<file path="config.mk">
export PLATFORM = sky130hd
export DESIGN_NAME = lsu_align
export DESIGN_NICKNAME = d
export VERILOG_FILES = /design/src/rtl/lsu_align.sv
export SDC_FILE = /design/constraint.sdc
export NUM_CORES = 1
export LEC_CHECK = 0
export BUFFER_PORTS_ARGS = -buffer_cell sky130_fd_sc_hd__clkbuf_2
export CAP_MARGIN = 40
export CELL_PAD_IN_SITES_DETAIL_PLACEMENT = 0
export CELL_PAD_IN_SITES_GLOBAL_PLACEMENT = 1
export CORE_MARGIN = 4
export CORE_UTILIZATION = 37
export CTS_BUF_LIST = sky130_fd_sc_hd__clkbuf_4
export CTS_CLUSTER_DIAMETER = 30
export CTS_CLUSTER_SIZE = 25
export DETAILED_ROUTE_END_ITERATION = 16
export PLACE_DENSITY_LB_ADDON = 0.1
export SYNTH_ARGS = -nofsm -noshare
export SYNTH_HDL_FRONTEND = slang
export SYNTH_SLANG_ARGS = --single-unit
</file>
<file path="constraint.sdc">
create_clock -name clk -period 3.19 [get_ports clk]
set_input_delay 0.319 -clock clk [delete_from_list [all_inputs] [get_ports clk]]
set_output_delay 0.319 -clock clk [all_outputs]
set_load 0.005 [all_outputs]
</file>
<file path="src/rtl/lsu_align.sv">
// lsu_align: byte-addressed load/store front end for a word-organised data memory.
// Converts CPU byte/half/word requests into whole-word memory reads and writes. It
// extracts and extends load data and merges store data with read-modify-write.
// Build option: define LSU_MISALIGN_EN to split accesses that straddle a word
// boundary into two word accesses. Without it such accesses are rejected with resp_err.
module lsu_align #(
    parameter int RAM_SIZE_LOG = 8,
    parameter int ADDR_W       = 32
) (
    input  logic                    clk,
    input  logic                    rst_n,
    input  logic                    req_valid,
    output logic                    req_ready,
    input  logic                    req_we,
    input  logic [2:0]              req_mode,
    input  logic [ADDR_W-1:0]       req_addr,
    input  logic [31:0]             req_wdata,
    output logic                    resp_valid,
    output logic [31:0]             resp_rdata,
    output logic                    resp_err,
    output logic [RAM_SIZE_LOG-1:0] mem_ra,
    output logic [2:0]              mem_rm,
    input  logic [31:0]             mem_rd,
    output logic                    mem_we,
    output logic [RAM_SIZE_LOG-1:0] mem_wa,
    output logic [2:0]              mem_wm,
    output logic [31:0]             mem_wd
);
    localparam logic [2:0]              MODE_WORD = 3'b010;
    localparam logic [RAM_SIZE_LOG-1:0] W_LAST    = '1;
    localparam logic [RAM_SIZE_LOG-1:0] W_ONE     = RAM_SIZE_LOG'(1);

`ifdef LSU_MISALIGN_EN
    typedef enum logic [2:0] {IDLE, RD0, RD1, WR0, WR1, RESP} state_t;
`else
    typedef enum logic [2:0] {IDLE, RD0, WR0, RESP} state_t;
`endif

    state_t state, state_nxt;
    logic   started;    // keeps req_ready low until the first edge after reset release
    logic   accept;
    logic   err_q;
    logic   we_q;

    logic [2:0]              mode_q;
    logic [1:0]              off_q;
    logic [RAM_SIZE_LOG-1:0] w0_q;
    logic [31:0]             wdata_q;
    logic [31:0]             buf0;
    logic [63:0]             wide;

    logic [1:0]              req_off;
    logic [RAM_SIZE_LOG-1:0] req_w0;
    logic [2:0]              req_size;
    logic                    req_err;
    logic                    req_full_wr;
`ifdef LSU_MISALIGN_EN
    logic                    req_span;
    logic                    span_q;
    logic [31:0]             buf1;
`endif

    // Access size in bytes from the low two funct3 bits
    function automatic logic [2:0] size_of(input logic [1:0] sz);
        case (sz)
            2'b00:   size_of = 3'd1;
            2'b01:   size_of = 3'd2;
            default: size_of = 3'd4;
        endcase
    endfunction

    // Overlay the store bytes onto the two-word window at byte offset off
    function automatic logic [63:0] merge_word(input logic [63:0] old, input logic [31:0] wd,
                                               input logic [1:0] sz, input logic [1:0] off);
        logic [63:0] mask;
        case (sz)
            2'b00:   mask = 64'h0000_0000_0000_00FF;
            2'b01:   mask = 64'h0000_0000_0000_FFFF;
            default: mask = 64'h0000_0000_FFFF_FFFF;
        endcase
        mask       = mask << {off, 3'b000};
        merge_word = (old & ~mask) | (({32'b0, wd} << {off, 3'b000}) & mask);
    endfunction

    // Pull the addressed bytes out of the window and sign/zero extend them
    function automatic logic [31:0] extract(input logic [63:0] win, input logic [2:0] mode,
                                            input logic [1:0] off);
        logic [31:0] sh;
        sh = 32'(win >> {off, 3'b000});
        case (mode)
            3'b000:  extract = {{24{sh[7]}}, sh[7:0]};
            3'b001:  extract = {{16{sh[15]}}, sh[15:0]};
            3'b100:  extract = {24'b0, sh[7:0]};
            3'b101:  extract = {16'b0, sh[15:0]};
            default: extract = sh;
        endcase
    endfunction

    assign accept = req_valid && req_ready;
`ifdef LSU_MISALIGN_EN
    assign wide = {buf1, buf0};
`else
    assign wide = {32'b0, buf0};
`endif

    // Decode the incoming request: word address, offset, size and rejection reasons
    always_comb begin
        req_off     = req_addr[1:0];
        req_w0      = req_addr[RAM_SIZE_LOG+1:2];
        req_size    = size_of(req_mode[1:0]);
        req_full_wr = req_we && (req_mode == MODE_WORD) && (req_off == 2'b00);
        req_err     = 1'b0;
        if (!(req_mode inside {3'b000, 3'b001, 3'b010, 3'b100, 3'b101})) req_err = 1'b1;
        if (req_we && req_mode[2]) req_err = 1'b1;
        if (req_addr[ADDR_W-1:RAM_SIZE_LOG+2] != '0) req_err = 1'b1;
`ifdef LSU_MISALIGN_EN
        req_span = ({1'b0, req_off} + req_size) > 3'd4;
        // a split access may not wrap from the last word back to word 0
        if (req_span && (req_w0 == W_LAST)) req_err = 1'b1;
`else
        if ((req_size == 3'd2 && req_off[0]) || (req_size == 3'd4 && req_off != 2'b00))
            req_err = 1'b1;
`endif
    end

    // Control state: FSM register and the request flags that steer it
    always_ff @(posedge clk or negedge rst_n) begin
        if (!rst_n) begin
            state   <= IDLE;
            started <= 1'b0;
            err_q   <= 1'b0;
            we_q    <= 1'b0;
`ifdef LSU_MISALIGN_EN
            span_q  <= 1'b0;
`endif
        end else begin
            state   <= state_nxt;
            started <= 1'b1;
            if (accept) begin
                err_q  <= req_err;
                we_q   <= req_we;
`ifdef LSU_MISALIGN_EN
                span_q <= req_span;
`endif
            end
        end
    end

    // Datapath capture: latched request fields and read buffers
    always_ff @(posedge clk) begin
        if (accept) begin
            mode_q  <= req_mode;
            off_q   <= req_off;
            w0_q    <= req_w0;
            wdata_q <= req_wdata;
        end
        if (state == RD0) buf0 <= mem_rd;
`ifdef LSU_MISALIGN_EN
        if (state == RD1) buf1 <= mem_rd;
`endif
    end

    // Next-state sequencing through reads, writes and the response cycle
    always_comb begin
        state_nxt = state;
        case (state)
            IDLE: if (accept) begin
                if (req_err)          state_nxt = RESP;
                else if (req_full_wr) state_nxt = WR0;
                else                  state_nxt = RD0;
            end
`ifdef LSU_MISALIGN_EN
            RD0:  state_nxt = span_q ? RD1 : (we_q ? WR0 : RESP);
            RD1:  state_nxt = we_q ? WR0 : RESP;
            WR0:  state_nxt = span_q ? WR1 : RESP;
            WR1:  state_nxt = RESP;
`else
            RD0:  state_nxt = we_q ? WR0 : RESP;
            WR0:  state_nxt = RESP;
`endif
            RESP:    state_nxt = IDLE;
            default: state_nxt = IDLE;
        endcase
    end

    // Outputs decoded from state; everything idles at zero
    always_comb begin
        req_ready  = started && (state == IDLE);
        resp_valid = 1'b0;
        resp_err   = 1'b0;
        resp_rdata = 32'b0;
        mem_ra     = '0;
        mem_we     = 1'b0;
        mem_wa     = '0;
        mem_wd     = 32'b0;
        mem_rm     = MODE_WORD;
        mem_wm     = MODE_WORD;
        case (state)
            RD0: mem_ra = w0_q;
            WR0: begin
                mem_we = 1'b1;
                mem_wa = w0_q;
                mem_wd = 32'(merge_word(wide, wdata_q, mode_q[1:0], off_q));
            end
`ifdef LSU_MISALIGN_EN
            RD1: mem_ra = w0_q + W_ONE;
            WR1: begin
                mem_we = 1'b1;
                mem_wa = w0_q + W_ONE;
                mem_wd = 32'(merge_word(wide, wdata_q, mode_q[1:0], off_q) >> 32);
            end
`endif
            RESP: begin
                resp_valid = 1'b1;
                resp_err   = err_q;
                if (!err_q && !we_q) resp_rdata = extract(wide, mode_q, off_q);
            end
            default: ;
        endcase
    end
endmodule

</file>
==> impl_metrics.toml <==
[outcome]
status = "complete, no violations"

[floorplanning]
start_util = 0.3794
die_w_um = 119.0
num_rows = 40
die_height_um = 119.0
die-area_sq_um = 14160
coreArea_sq_um = 12010
boundaryPins = 193

[worst_setup_path]
path_class = "flop to primary output"
worst-path-max-fanout = 20
startpoint_type = "flop"
cp_slowest_cell = "edfxtp_1"
critPathCaptureType = "primary output"
crit_chain = "xor2_1 > a22oi_1 > a2111o_1 > o21ai_0 > clkbuf_2"
critPathArrivalTime_ns = 2.64
worst_ep_required_time_ns = 2.87
critPathTopFamily = "flip-flops"
cp.buffers_inverters = 1
slowest_delay_ns = 0.90

[power]
leakagePower_nw = 2.793
pwr_density_cell_nw_per_um2 = 548.1
peakVddDrop_uv = 325.1

[clock_network]
clockBufferDepth = 2
cts-root-buf = "clkbuf_4"
htreeDepth = 3
clk_latency_ns = 0.46
clkTransAtPathRegs_ns = 0.14
cts_buffers = 9
cts_setup_buffers = 0
cts_sinks = 82
cts_tree = "built"

[sta]
max_freq_mhz = 337.9
slew-limit-headroom = 0.4588
hold_viol = 0
finalCriticalPeriod_ns = 2.959
setup_violations = 0
rsz0062_at_grt = "false"
finalSetupTns_ns = 0
fin_crit_sh = 0.9277
worst_slew_pin_slew_ns = 0.8118
drv_slew = 0
whs_ns = 0.04254
clock_skew_ns = 0.01603

[placed_design]
dp_hpwl_um = 10680
dpl.cell_count = 712
port_buffers = 186
gp_congestion = 0.8815

[yosys]
syn_area_sq_um = 4557
ys_ff_latch = 82
synthFlopType = "edfxtp_1"
yosysWarnings = 0
yosysUniqueCellTypes = 49
ys_seq_area_frac = 0.5349
syn_avg_cell_area_sq_um = 11.39
async_reset_ff_frac = 0.06098
synth_edf_count = 77
syn_inst = 400

[route]
top_layer_used = "met4"
routed_wl_um = 14410
final_antenna_net_count = 0
met1_length_um = 6820
firstDrtPassIters = 4
wl_met2_um = 6258
drtIter0Drc = 205
drc = 0
vias = 4033
avgRoutedWirePerCell_um = 18.11
post_drt_via_cell_ratio = 5.067
route.met3.wl_um = 1007

[cells_and_area]
drive_gt1_frac = 0.3498
final_core_util = 0.5357
diodes = 0
area_growth_pct = 41.21
final_cell_count_no_fill = 796
nNetsFinal = 751
num-fill-cells = 1086

[worst_hold_path]
hold_path.class = "input port to flop"

[global_routing]
globalRouteOverflowTotal = 0
grt_pass1_vias = 4114
antenna_found_initial = 0
grt_max_degree = 56
grt_pass1_wl_um = 22490
grt_usage = 0.2054

[job]
cap_violations = 0
==> kinds of logic after synthesis <==
kind of cell    Yosys count  share of synthesized area
compound gates           97                     0.1381
xor+xnor                  1                   0.001922
fa+ha+maj                 4                    0.01098
buf+inv                  43                    0.04695
flops                    82                     0.5349
mux                      51                     0.1321
other cells               2                   0.001648
simple gates            120                     0.1334
==> cells in the mapped netlist (2+ instances only) <==
master,number,area (sq um)
conb_1,2,7.510
or3_1,2,12.51
nor4_1,5,31.28
mux4_2,7,157.7
and2_1,24,150.1
dfrtp_1,5,125.1
o22ai_1,6,37.54
ha_1,4,50.05
mux2i_1,41,410.4
mux2_2,3,33.78
clkbuf_1,11,41.29
buf_2,15,75.07
o311a_1,7,70.07
nand2b_1,2,12.51
nor2_1,34,127.6
inv_1,6,22.52
nor2b_1,9,56.30
or3b_1,2,17.52
nand2_1,30,112.6
buf_1,3,11.26
a211oi_1,24,180.2
buf_4,7,52.55
o21a_1,2,15.01
edfxtp_1,77,2312
a21oi_1,21,105.1
o21ai_0,27,135.1
nand4_1,2,12.51
==> path summary, 6_finish.rpt <==
check                                     startpoint                     to  slack, ns  cells after the start
worst max register to register  state[0]$_DFFE_PN0P_  wdata_q[20]$_DFFE_PP_       1.17                      4
worst min register to register      we_q$_DFFE_PN0P_       we_q$_DFFE_PN0P_       0.57                      1
max in group asynchronous                      rst_n   state[1]$_DFFE_PN0P_       2.83                      2
worst max-delay path              off_q[0]$_DFFE_PP_         resp_rdata[22]       0.23                      5
min in group asynchronous                      rst_n      started$_DFF_PN0_       0.20                      2
worst min-delay path                      mem_rd[10]     buf0[10]$_DFFE_PN_       0.04                      1
==> worst register-to-register path: cells and delay by family (launching register included) <==
family / cells / cell delay [ns]
buf+inv: 2 / 0.55
simple gates: 1 / 0.42
fa+ha+maj: 1 / 0.26
flops: 1 / 0.44
==> per-layer routing <==
| layer | vias to the layer above | GRT usage |
|---|---|---|
| met5 | - | 0 |
| li1 | 1977 | - |
| met3 | 22 | 0.05793 |
| met1 | 1890 | 0.2941 |
| met2 | 144 | 0.2956 |
| met4 | 0 | 0.07676 |
==> cell type report <==
type	count	area, sq um	area share
clock buffers	9	67.56	0.01050
clock inverters	7	67.56	0.01050
inverters	6	22.52	0.003500
multi-input cells	280	1937	0.3010
flip-flops and latches	82	2437	0.3788
well taps	147	183.9	0.02858
repair buffers	265	1719	0.2672
==> report_power, final <==
group | switching, mW | total (mW) | internal (mW)
Sequential | 0.200 | 1.65 | 1.45
Combinational | 0.703 | 1.26 | 0.558
Clock | 0.380 | 0.617 | 0.237
Total | 1.28 | 3.53 | 2.24
==> layout by cell type, fill, tap and decap left out, types with 3 or more instances in the layout <==
cell type,n
mux2i_1,41
nor2b_1,9
o311a_1,7
inv_1,6
nand2_1,30
nor4_1,5
buf_4,9
o22ai_1,6
dlygate4sd3_1,68
dfrtp_1,5
mux2_2,3
ha_1,3
a211oi_1,24
clkbuf_2,186
conb_1,7
mux4_2,7
a21oi_1,21
and2_1,24
nor2_1,34
clkbuf_4,9
o21ai_0,27
edfxtp_1,77
==> registers in the layout, indices dropped and copies added, names as in the netlist <==
register and count:
started 1, we_q 1, err_q 1, state 2, off_q 2, buf0 32, mode_q 3, wdata_q 32
w0_q 8
==> stage by stage <==
step | power, mW | setup WS (ns) | area [sq um]
after global routing | 3.752 | 0.07942 | 6435
after global placement | 2.860 | 0.7665 | 5610
after CTS | 3.568 | 0.1292 | 6426
after floorplan | 2.277 | 0.5277 | 4576
after detailed placement | 2.875 | 0.6858 | 5610
final | 3.527 | 0.2308 | 6435
==> timing repair <==
item                                   in CTS  in global routing
gates resized for setup                     0                  1
setup endpoints to repair                   0                  7
endpoints found under the hold margin      72                  0
hold buffers                               68                  0
Note: power is estimated with default switching activity, not from simulation.
